File: src/rtl/fft_pair_feeder.sv
// Input reorder stage for a radix-2 FFT: buffers the first half-frame, then
// pairs each second-half sample with its partner x[k] on a registered output.
module fft_pair_feeder #(
  parameter int N  = 16,
  parameter int DW = 16,
  localparam int KW = $clog2(N) - 1
) (
  input  logic                 clk,
  input  logic                 rstn,
  input  logic                 s_valid,
  output logic                 s_ready,
  input  logic signed [DW-1:0] s_re,
  input  logic signed [DW-1:0] s_im,
  output logic                 p_valid,
  input  logic                 p_ready,
  output logic signed [DW-1:0] p_ar,
  output logic signed [DW-1:0] p_ai,
  output logic signed [DW-1:0] p_br,
  output logic signed [DW-1:0] p_bi,
  output logic [KW-1:0]        p_idx,
  output logic                 p_last
);

  localparam int H = N / 2;

  typedef enum logic {FILL, PAIR} state_t;

  state_t          state;
  logic [KW-1:0]   cnt;
  logic [2*DW-1:0] mem [H];
  logic [2*DW-1:0] rd;
  logic            accept;
  logic            cnt_last;

  // FILL never touches the output register, so it may run while a pair waits
  assign s_ready  = (state == FILL) ? 1'b1 : (!p_valid || p_ready);
  assign accept   = s_valid && s_ready;
  assign cnt_last = (cnt == KW'(H - 1));
  assign rd       = mem[cnt];

  always_ff @(posedge clk) begin
    if (state == FILL && accept)
      mem[cnt] <= {s_re, s_im};
  end

  always_ff @(posedge clk or negedge rstn) begin
    if (!rstn) begin
      state   <= FILL;
      cnt     <= '0;
      p_valid <= 1'b0;
      p_last  <= 1'b0;
      p_idx   <= '0;
      p_ar    <= '0;
      p_ai    <= '0;
      p_br    <= '0;
      p_bi    <= '0;
    end else begin
      if (accept) begin
        cnt <= cnt_last ? '0 : cnt + 1'b1;
        if (cnt_last)
          state <= (state == FILL) ? PAIR : FILL;
      end

      // a load in the same cycle as an unload keeps p_valid high: no bubble
      if (state == PAIR && accept) begin
        p_ar    <= rd[2*DW-1:DW];
        p_ai    <= rd[DW-1:0];
        p_br    <= s_re;
        p_bi    <= s_im;
        p_idx   <= cnt;
        p_last  <= cnt_last;
        p_valid <= 1'b1;
      end else if (p_valid && p_ready) begin
        p_valid <= 1'b0;
      end
    end
  end

endmodule

File: config.mk
export PLATFORM = sky130hd
export DESIGN_NAME = fft_pair_feeder
export DESIGN_NICKNAME = d
export VERILOG_FILES = /design/src/rtl/fft_pair_feeder.sv
export SDC_FILE = /design/constraint.sdc
export NUM_CORES = 1
export LEC_CHECK = 0
export BUFFER_PORTS_ARGS = -buffer_cell sky130_fd_sc_hd__buf_2
export CAP_MARGIN = 5
export CORE_ASPECT_RATIO = 0.6
export CORE_UTILIZATION = 53
export CTS_CLUSTER_DIAMETER = 40
export CTS_CLUSTER_SIZE = 10
export DETAILED_ROUTE_END_ITERATION = 16
export GPL_TIMING_DRIVEN = 0
export PLACE_DENSITY = 0.75
export SLEW_MARGIN = 20
export SYNTH_ARGS = -nofsm -noshare
export SYNTH_HDL_FRONTEND = slang
export SYNTH_SLANG_ARGS = --single-unit
File: constraint.sdc
create_clock -name clk -period 3.35 [get_ports clk]
set_clock_uncertainty 0.1 [all_clocks]
set_input_delay 0.67 -clock clk [delete_from_list [all_inputs] [get_ports clk]]
set_output_delay 0.67 -clock clk [all_outputs]
set_load 0.02 [all_outputs]
==> flow_metrics.tcl <==
set metrics [dict create \
    layout-drive-gt1-share_pct 26.61 \
    setup_slack_ps 817.9 \
    portBuffers 105 \
    worstSetupPathType "flip-flop to flip-flop" \
    hold_violations 1 \
    hp-class "input port to async pin" \
    post_drt_wl_per_cell_microns 23.63 \
    p_leak_nw 5.618 \
    worstPathArrival_ps 2640 \
    syn_avg_cell_area_sq_um 18.18 \
    core_area_sq_um 23300 \
    dpl.cell_count 1129 \
    grt_pass1_wl_microns 42110 \
    die_h_microns 121.9 \
    hpwlAfterDp_microns 17530 \
    clock_latency_ps 520 \
    ant_nets 0 \
    ys_warn_count 0 \
    start_kind "flip-flop" \
    std_cell_rows 43 \
    grt_max_degree 45 \
    fin_crit_ps 2532 \
    max_freq_mhz 394.9 \
    timing.hold.ws_ps -0.5340 \
    setup_violations 0 \
    ctsHoldBuffers 0 \
    die_area_sq_um 24590 \
    violations "hold timing" \
    wirelength_microns 28310 \
    r2r_slack_ps 820 \
    crit_path_max_fanout 18 \
    start_util_pct 54.48 \
    grt_overflow 0 \
    maxSlewViolCount 0 \
    peakVddDrop_v 0.0004022 \
    cts_resized 0 \
    routed_via_density 5.839 \
    cp-end-kind "flip-flop" \
    yosysSeqAreaShare_pct 74.97 \
    post_cts_buffers 0 \
    clkSinkCount 329 \
    syn_to_final_growth_pct 18.36 \
    relSlewSlack_pct 48.64 \
    final_cell_mix "edfxtp_1 (256), mux2i_1 (128), buf_2 (116)" \
    clk_pin_slew_ps 60 \
    syn_nets 736 \
    drc 0 \
    nets 893 \
    pre_cts_slack_ps 669.7 \
    first_iter_violations 495 \
    drt_pass1_iterations 5 \
    cts-root-buf "clkbuf_16" \
    n_antenna_cell 0 \
    power_mw 14.12 \
    place_congestion 0.7360 \
    cts-htree-levels 2 \
    tightest_slew_ps 770.4 \
    fin_util_pct 64.48 \
    die_w_microns 201.8 \
    ys_ff_latch 329 \
    grt_usage_pct 23.59 \
    fin_crit_sh_pct 75.58 \
    ys_types 24 \
    cp.required_ps 3460 \
    max_cap_viol_count 0 \
    grt_pass1_vias 6861 \
    cts.path.max_buffers 3 \
    status "finished with violations" \
    power_density_nw_per_um2 940.2 \
    cts_tree "done" \
    instances_no_fill 1198 \
    rsz0062_at_grt "false" \
    synth_cells 698 \
    vias 6995 \
    layout_commonest_cell "edfxtp_1" \
    synth_area_sq_um 12690 \
    ios 106 \
    antenna_found_initial 0 \
    cts_made_buffers 39 \
]
## stage by stage
| step | hold WS [ps] | setup TNS, ps | cell area (sq um) |
|---|---|---|---|
| after floorplan | 274.4 | 0 | 12700 |
| after global placement | 385.0 | -238850 | 13620 |
| after detailed placement | 386.4 | 0 | 13920 |
| after CTS | 7.341 | 0 | 15020 |
| after global routing | 27.02 | 0 | 15020 |
| final | -0.5340 | 0 | 15020 |
## routing by layer
| metal | wire length, microns | GRT usage (%) | vias up | part of all wire, % |
|---|---|---|---|---|
| li1 | - | - | 3096 | - |
| met1 | 13380 | 35.94 | 3574 | 47 |
| met2 | 12440 | 34.78 | 287 | 44 |
| met3 | 2041 | 4.468 | 38 | 7.2 |
| met4 | 442 | 7.008 | 0 | 1.6 |
| met5 | 0 | 0 | - | 0 |
## sequential cells by signal (all words and copies together) (netlist names)
signal   cells
cnt          3
mem        256
p_ai        16
p_ar        16
p_bi        16
p_br        16
p_idx        3
p_last       1
p_valid      1
state        1
## final cells by class
type	instances	area [sq um]
clock inverters	4	23.77
well taps	315	394.1
plain buffers	44	262.8
flip-flops and latches	329	9514
clock buffers	65	1074
repair buffers	116	770.7
multi-input cells	325	2982
fillers	1608	8275
## critical path, cell delays in order, from the launching register on
cell and delay, ps:
dfrtp_1 360, buf_4 180, buf_6 180, buf_2 300, nand2b_1 220, nor2_4 630
buf_16 240
## synthesized netlist by cell type, drive strengths merged
library cell	number	area, sq um
and2	2	17.52
dfrtp	73	1827
nand3b	2	15.01
or2	1	6.260
ha	2	25.02
a21oi	32	160.2
nor3	2	10.01
or3b	1	8.760
edfxtp	256	7687
buf	25	191.4
mux2i	128	1281
o22a	64	560.5
mux2	39	533.0
nor2	7	26.28
nor2b	1	6.260
nand2	5	18.77
xnor2	1	8.760
a31oi	32	200.2
nand3	1	5.000
clkbuf	19	71.32
nand2b	5	31.28
## where the power goes
group / internal [mW] / switching (mW) / leakage [nW] / total [mW]
registers: 5.27 / 0.365 / 3.16 / 5.64
logic: 1.93 / 2.86 / 1.93 / 4.79
clock network: 2.17 / 1.52 / 0.528 / 3.70
## worst paths after layout
check	end	cells past startpoint	startpoint
max	mem[5][20]	6	cnt[0]
min	p_br[14]	1	rstn
max reg2reg	mem[5][20]	6	cnt[0]
min reg2reg	p_br[0]	1	p_br[0]
max in group asynchronous	p_br[1]	2	rstn
min in group clk	mem[7][3]	1	s_im[3]
## kinds of logic after synthesis
| family | after synthesis | synth area share (%) |
|---|---|---|
| XOR/XNOR | 1 | 0.06903 |
| buffers and inverters | 44 | 2.070 |
| AO/OA/AOI/OAI | 128 | 7.256 |
| flip-flops | 329 | 74.97 |
| multiplexers | 167 | 14.30 |
| AND/OR/NAND/NOR | 27 | 1.144 |
| adder cells (fa/ha/maj) | 2 | 0.1971 |
Power figures use the tool's default switching activity.
